`src/rtl/q0_inverse_engine.sv`:
```
// -----------------------------------------------------------------------------
// q0_inverse_engine
//
// Builds and serves the inverse of the Twofish q0 byte permutation.
// When it leaves reset (INIT_ON_RESET=1), or when start is requested, the
// engine sweeps every byte x through the forward q0 block. It writes
// mem[q0(x)] = x into a 256x8 register table. The sweep takes 256 cycles.
// After that, the engine answers lookups y -> q0^-1(y) through a
// valid/ready stream. The result appears one cycle after the request is
// accepted. The stream can accept one request per cycle.
//
// Parameters
//   INIT_ON_RESET  1: build the table straight out of reset
//                  0: wait in IDLE until start is seen
//
// Optional feature macro: Q0_INV_SELFCHECK_EN
//   When this macro is defined, a seen vector tracks which table slots each
//   build writes. err goes high if a slot is written twice. err also goes
//   high if any slot is still unwritten when the build ends. When the macro
//   is undefined, err is tied low.
//
// Ports
//   clk          clock, all state on rising edge
//   rst          asynchronous active-high reset
//   start        level request to (re)build the table
//   busy         high while the table is being built
//   table_ready  table valid, lookups may be accepted
//   in_valid     lookup request valid
//   in_ready     lookup request accepted when in_valid && in_ready
//   in_data      byte y to invert
//   out_valid    result valid
//   out_ready    consumer takes result when out_valid && out_ready
//   out_data     x such that q0(x) == y
//   err          sticky table-consistency error
// -----------------------------------------------------------------------------

// Combinational forward Twofish q0 permutation.
// The permutation is built from nibble mixing and four 4-bit substitution tables.
//   x      input byte
//   y      q0(x)
module q0_fwd (
  input  logic [7:0] x,
  output logic [7:0] y
);

  function automatic logic [3:0] ror4(input logic [3:0] v);
    return {v[0], v[3:1]};
  endfunction

  function automatic logic [3:0] t0_lut(input logic [3:0] i);
    logic [3:0] r;
    case (i)
      4'h0: r = 4'h8;  4'h1: r = 4'h1;  4'h2: r = 4'h7;  4'h3: r = 4'hD;
      4'h4: r = 4'h6;  4'h5: r = 4'hF;  4'h6: r = 4'h3;  4'h7: r = 4'h2;
      4'h8: r = 4'h0;  4'h9: r = 4'hB;  4'hA: r = 4'h5;  4'hB: r = 4'h9;
      4'hC: r = 4'hE;  4'hD: r = 4'hC;  4'hE: r = 4'hA;  4'hF: r = 4'h4;
      default: r = 4'h0;
    endcase
    return r;
  endfunction

  function automatic logic [3:0] t1_lut(input logic [3:0] i);
    logic [3:0] r;
    case (i)
      4'h0: r = 4'hE;  4'h1: r = 4'hC;  4'h2: r = 4'hB;  4'h3: r = 4'h8;
      4'h4: r = 4'h1;  4'h5: r = 4'h2;  4'h6: r = 4'h3;  4'h7: r = 4'h5;
      4'h8: r = 4'hF;  4'h9: r = 4'h4;  4'hA: r = 4'hA;  4'hB: r = 4'h6;
      4'hC: r = 4'h7;  4'hD: r = 4'h0;  4'hE: r = 4'h9;  4'hF: r = 4'hD;
      default: r = 4'h0;
    endcase
    return r;
  endfunction

  function automatic logic [3:0] t2_lut(input logic [3:0] i);
    logic [3:0] r;
    case (i)
      4'h0: r = 4'hB;  4'h1: r = 4'hA;  4'h2: r = 4'h5;  4'h3: r = 4'hE;
      4'h4: r = 4'h6;  4'h5: r = 4'hD;  4'h6: r = 4'h9;  4'h7: r = 4'h0;
      4'h8: r = 4'hC;  4'h9: r = 4'h8;  4'hA: r = 4'hF;  4'hB: r = 4'h3;
      4'hC: r = 4'h2;  4'hD: r = 4'h4;  4'hE: r = 4'h7;  4'hF: r = 4'h1;
      default: r = 4'h0;
    endcase
    return r;
  endfunction

  function automatic logic [3:0] t3_lut(input logic [3:0] i);
    logic [3:0] r;
    case (i)
      4'h0: r = 4'hD;  4'h1: r = 4'h7;  4'h2: r = 4'hF;  4'h3: r = 4'h4;
      4'h4: r = 4'h1;  4'h5: r = 4'h2;  4'h6: r = 4'h6;  4'h7: r = 4'hE;
      4'h8: r = 4'h9;  4'h9: r = 4'hB;  4'hA: r = 4'h3;  4'hB: r = 4'h0;
      4'hC: r = 4'h8;  4'hD: r = 4'h5;  4'hE: r = 4'hC;  4'hF: r = 4'hA;
      default: r = 4'h0;
    endcase
    return r;
  endfunction

  logic [3:0] a0_s, b0_s, a1_s, b1_s, a2_s, b2_s, a3_s, b3_s, a4_s, b4_s;

  // Two rounds of nibble mixing and substitution. {a[0],3'b000} is the 4-bit (8*a mod 16) term.
  always_comb begin
    a0_s = x[7:4];
    b0_s = x[3:0];
    a1_s = a0_s ^ b0_s;
    b1_s = a0_s ^ ror4(b0_s) ^ {a0_s[0], 3'b000};
    a2_s = t0_lut(a1_s);
    b2_s = t1_lut(b1_s);
    a3_s = a2_s ^ b2_s;
    b3_s = a2_s ^ ror4(b2_s) ^ {a2_s[0], 3'b000};
    a4_s = t2_lut(a3_s);
    b4_s = t3_lut(b3_s);
    y    = {b4_s, a4_s};
  end

endmodule

module q0_inverse_engine #(
  parameter logic INIT_ON_RESET = 1'b1
) (
  input  logic       clk,
  input  logic       rst,
  input  logic       start,
  output logic       busy,
  output logic       table_ready,
  input  logic       in_valid,
  output logic       in_ready,
  input  logic [7:0] in_data,
  output logic       out_valid,
  input  logic       out_ready,
  output logic [7:0] out_data,
  output logic       err
);

  typedef enum logic [1:0] {
    ST_IDLE  = 2'd0,
    ST_BUILD = 2'd1,
    ST_READY = 2'd2
  } state_t;

  localparam state_t RESET_STATE = INIT_ON_RESET ? ST_BUILD : ST_IDLE;

  state_t     state_r;
  logic [7:0] cnt_r;
  logic [7:0] mem_r [0:255];
  logic [7:0] q0_val_s;
  logic       rebuild_s;
  logic       build_entry_s;
  logic       accept_s;
  logic       pop_s;

  q0_fwd u_q0_fwd (
    .x (cnt_r),
    .y (q0_val_s)
  );

  // A rebuild from READY is allowed only with no pending result. That
  // request also blocks a lookup in the same cycle. Without this gate, the
  // lookup would read a table that is about to be rewritten.
  always_comb begin
    rebuild_s     = (state_r == ST_READY) && start && !out_valid;
    build_entry_s = ((state_r == ST_IDLE) && start) || rebuild_s;
    in_ready      = table_ready && (!out_valid || out_ready) && !rebuild_s;
    accept_s      = in_valid && in_ready;
    pop_s         = out_valid && out_ready;
  end

  // Table fill: one inverse entry per BUILD cycle. The table has no reset.
  always_ff @(posedge clk) begin
    if (state_r == ST_BUILD) begin
      mem_r[q0_val_s] <= cnt_r;
    end
  end

  // Control FSM with registered status and result outputs.
  always_ff @(posedge clk or posedge rst) begin
    if (rst) begin
      state_r     <= RESET_STATE;
      busy        <= INIT_ON_RESET;
      table_ready <= 1'b0;
      out_valid   <= 1'b0;
      out_data    <= 8'h00;
      cnt_r       <= 8'h00;
    end else begin
      case (state_r)
        ST_IDLE: begin
          if (start) begin
            state_r <= ST_BUILD;
            busy    <= 1'b1;
            cnt_r   <= 8'h00;
          end
        end
        ST_BUILD: begin
          // The counter wraps to 0 on the final write, so it is clean for the next build.
          cnt_r <= cnt_r + 8'd1;
          if (cnt_r == 8'hFF) begin
            state_r     <= ST_READY;
            busy        <= 1'b0;
            table_ready <= 1'b1;
          end
        end
        ST_READY: begin
          if (rebuild_s) begin
            state_r     <= ST_BUILD;
            busy        <= 1'b1;
            table_ready <= 1'b0;
            cnt_r       <= 8'h00;
          end
          // An accept takes priority over a pop. This lets a simultaneous pop and accept keep out_valid high.
          if (accept_s) begin
            out_valid <= 1'b1;
            out_data  <= mem_r[in_data];
          end else if (pop_s) begin
            out_valid <= 1'b0;
          end
        end
        default: begin
          state_r     <= ST_IDLE;
          busy        <= 1'b0;
          table_ready <= 1'b0;
          out_valid   <= 1'b0;
          cnt_r       <= 8'h00;
        end
      endcase
    end
  end

`ifdef Q0_INV_SELFCHECK_EN
  logic [255:0] seen_r;
  logic [255:0] seen_next_s;

  // Mark the slot written this BUILD cycle.
  always_comb begin
    seen_next_s = seen_r | (256'd1 << q0_val_s);
  end

  // Duplicate-write and coverage check across one build. err is sticky until the next build.
  always_ff @(posedge clk or posedge rst) begin
    if (rst) begin
      seen_r <= {256{1'b0}};
      err    <= 1'b0;
    end else if (build_entry_s) begin
      seen_r <= {256{1'b0}};
      err    <= 1'b0;
    end else if (state_r == ST_BUILD) begin
      seen_r <= seen_next_s;
      if (seen_r[q0_val_s]) begin
        err <= 1'b1;
      end
      if ((cnt_r == 8'hFF) && !(&seen_next_s)) begin
        err <= 1'b1;
      end
    end
  end
`else
  assign err = 1'b0;
`endif

endmodule

```
`config.mk`:
```
export PLATFORM = sky130hd
export DESIGN_NAME = q0_inverse_engine
export DESIGN_NICKNAME = d
export VERILOG_FILES = /design/src/rtl/q0_inverse_engine.sv
export SDC_FILE = /design/constraint.sdc
export NUM_CORES = 2
export LEC_CHECK = 0
export ABC_AREA = 1
export BUFFER_PORTS_ARGS = -buffer_cell sky130_fd_sc_hd__buf_2
export CAP_MARGIN = 15
export CORE_ASPECT_RATIO = 1.25
export CORE_MARGIN = 4
export CORE_UTILIZATION = 50
export CTS_BUF_LIST = sky130_fd_sc_hd__clkbuf_8
export DETAILED_ROUTE_END_ITERATION = 12
export HOLD_SLACK_MARGIN = 0.06
export PLACE_DENSITY_LB_ADDON = 0.08
export SLEW_MARGIN = 20
export SYNTH_ARGS = -nofsm -noshare
export SYNTH_HDL_FRONTEND = slang
export SYNTH_SLANG_ARGS = --single-unit
```
`constraint.sdc`:
```
create_clock -name clk -period 9.5 [get_ports clk]
set_clock_uncertainty 0.15 [all_clocks]
set_input_delay 0.95 -clock clk [delete_from_list [all_inputs] [get_ports clk]]
set_output_delay 0.95 -clock clk [all_outputs]
set_load 0.1 [all_outputs]
```
==> reports/qor.csv <==
stage,metric,value,unit
global_routing,met2 GRT Util,0.452,
floorplan,Initial Util,0.505,
global_routing,first-pass GRT wire length,355,mm
power_and_ir_drop,total chip power,26.7,mW
synth,"Seq/Total Area, Yosys",0.730,
synth,predominant post-synthesis flop cell,edfxtp_1,
clock_network,Max clock buf depth,4,
flow_run,# Max-Cap Violations,0,
route,Iteration-0 DRC Markers,5687,
route,Pre-antenna DRT Iters,6,
final_layout,Layout fillers,14300,
clock_network,"Reg clk slew, reported paths",0.06,ns
timing,"Hold Violations, Final",0,
clock_network,Root Buffer,clkbuf_8,
final_layout,Syn-to-layout area delta,9.11,%
clock_network,CTS tree,yes,
clock_network,# H-tree levels,5,
setup_path,Slowest Stage Delay on Critical Path,0.77,ns
final_layout,Final #Nets,7302,
setup_path,WP data required,10.01,ns
final_layout,Finished Core Util,0.551,
global_routing,vias in the first global route,55500,
global_routing,Most Crowded Layer GR,met2,
placed_design,Placer Congestion,0.883,
global_routing,GRT Util Overall,0.273,
global_routing,Global Route met3 Usage,0.0484,
route,"antenna viol nets, final",0,
final_layout,"Design Area, Final",92700,um^2
timing,max-slew violations,0,
timing,min cycle time layout,5.70,ns
global_routing,total gr overflow,0,
synth,Async SR Flop Fraction,0.0101,
floorplan,vertical die dimension,469,um
synth,Yosys cell types,33,
final_layout,share of layout cells above drive strength 1,0.0798,
global_routing,pin count of the biggest net entering global routing,206,
power_and_ir_drop,power per standard cell area,288,nW/um^2
synth,Synth top area share,0.724,
global_routing,met1 Track Usage GR,0.360,
synth,syn nets,7350,
synth,Yosys top cell by area,edfxtp_1,
floorplan,die width,377,um
floorplan,row count,168,
floorplan,die area,177000,um^2
synth,YS warnings,0,
setup_path,slowest library cell on the worst path,buf_4,
setup_path,CP dominant cell by count,nand2_1,
placed_design,I/O Buffers,24,
hold_path,min-delay worst type,in2reg,
setup_path,Worst Path Arrival,6.20,ns
setup_path,critical path startpoint category,flip-flop,
global_routing,initial antenna violation count,2,
placed_design,DP HPWL,138,mm
synth,mean area per synthesized cell,11.6,um^2
timing,Highest Clock Rate,176,MHz
timing,final setup fails,0,
placed_design,DP Area,86700,um^2
status,run status,"finished, final reports clean",
clock_network,clk sink count,2069,
clock_network,Post-CTS Setup Bufs,0,
synth,Post-synth EDFFs,2048,
route,Avg Vias per Cell,5.76,
power_and_ir_drop,Worst IR Drop VDD,0.000383,V
timing,Worst-Margin Slew,1.13,ns
timing,Slew HR,0.244,
synth,Mapped Cells,7318,
synth,Post-synth top cells,"nand2_1, nand3_1, edfxtp_1",
power_and_ir_drop,Leakage,32.9,nW
synth,mapped cell area,85000,um^2
floorplan,IO Pins,26,
timing,setup_tns,0,ns
timing,RSZ-0062 raised after global routing,false,
setup_path,crit end category,flip-flop,
clock_network,Num CTS Buffers,331,
setup_path,CP cell instances,"buf_4, inv_1, nand2_1, nand2_1, inv_1, ha_1, nand2_1, nand2_1, nand2_1, nand2_2, nand2_1, nand2_2, ha_1, inv_1, nand2_2, nand2_1, nand2_1, nand2_1, nor2_4, nand2_2, buf_4, nor2_1",
route,Vias,55900,
floorplan,Placeable Area,168000,um^2
setup_path,maximum fanout along the worst path,64,
route,routed wire length,243,mm
synth,most common cell in the netlist,nand2_1,
route,DR WL/cell,25.0,um
synth,Synth area leaders,"edfxtp_1, nand3_1, nand2_1",
timing,Final period util,0.600,
synth,Seq cells post-synth,2069,
clock_network,Clock Latency Late Sink,1.04,ns
route,DRC Markers,0,
setup_path,critical path class,reg2reg,
==> path summary, 6_finish.rpt <==
check / start / endpoint / slack [ns] / cells after the start
max reg2reg: cnt_r[1]$_DFFE_PP0P_ / mem_r[55][2]$_DFFE_PP_ / 3.80 / 22
max in group asynchronous: rst / cnt_r[0]$_DFFE_PP0P_ / 8.23 / 3
max: cnt_r[1]$_DFFE_PP0P_ / mem_r[55][2]$_DFFE_PP_ / 3.80 / 22
min reg2reg: busy$_DFFE_PP1P_ / busy$_DFFE_PP1P_ / 0.34 / 2
min: start / state_r[1]$_DFFE_PP0P_ / 0.21 / 4
min in group asynchronous: rst / out_valid$_DFFE_PP0P_ / 0.41 / 3
==> power breakdown <==
group / switching, mW / internal [mW] / total, mW
Sequential: 0.498 / 12.3 / 12.8
Combinational: 5.74 / 1.10 / 6.84
Clock: 3.40 / 3.64 / 7.05
Total: 9.64 / 17.0 / 26.7
==> per-layer routing <==
layer,part of all wire,wire (um)
met2,0.49,118000
met4,0.037,9030
met1,0.41,99000
met3,0.069,16700
met5,0,0
==> layout by cell type (no fill, tap or decap), types with 3 or more instances in the layout <==
master         instances
nand2_1             2261
nand3_1             2060
edfxtp_1            2048
clkbuf_8             341
nor2_1               270
inv_1                110
clkinv_1              90
buf_4                 66
nand2_2               48
clkinv_2              34
buf_2                 20
ha_1                  19
nor2_4                16
bufinv_16             12
buf_12                12
dfrtp_1               11
inv_2                  9
clkinvlp_4             8
dfrtp_4                8
o21ai_0                7
nor3_1                 6
a21oi_1                6
nand2_4                5
diode_2                4
nand3_2                4
inv_8                  3
nor3b_1                3
o21ai_1                3
dlygate4sd3_1          3
buf_8                  3
==> sequential cells by signal, indices dropped and copies added (netlist names) <==
register     flops
mem_r         2048
cnt_r            8
out_data         8
state_r          2
busy             1
out_valid        1
table_ready      1
==> repair_timing <==
item,CTS,global route
hold buffers,3,0
resized for setup,0,0
hold endpoints to repair,20,0
==> layout make-up <==
type | count | area [um^2] | share of cell area
Antenna cell | 4 | 10.0 | 0.000108
Clock buffer | 341 | 4690 | 0.0506
Clock inverter | 224 | 1240 | 0.0134
Inverter | 46 | 200 | 0.00216
Multi-Input combinational cell | 4718 | 20800 | 0.225
Sequential cell | 2069 | 62100 | 0.669
Tap cell | 2210 | 2770 | 0.0298
Timing Repair Buffer | 104 | 911 | 0.00982
==> kinds of logic after synthesis <==
group           Yosys count  synth area share
compound gates           20           0.00131
xor+xnor                  3          0.000398
fa+ha+maj                19           0.00280
buf+inv                 531            0.0248
flops                  2069             0.730
other cells               1         0.0000441
simple gates           4675             0.241
==> per-stage QoR <==
stage	hold slack (ns)	instances	setup WS (ns)
floorplan	0.370	7318	2.48
detailed placement	0.325	9144	3.78
global route	0.157	9715	3.44
global placement	0.311	9144	3.83
CTS	0.0892	9712	3.78
finish	0.206	9716	3.80
==> critical path, delay by kind of cell, from the launching register on <==
family	cells	cell delay, ns
DFF	1	0.54
and+or+nand+nor	15	2.43
buffers and inverters	5	1.60
adders and majority gates	2	0.54
(Power assumes the default switching activity.)
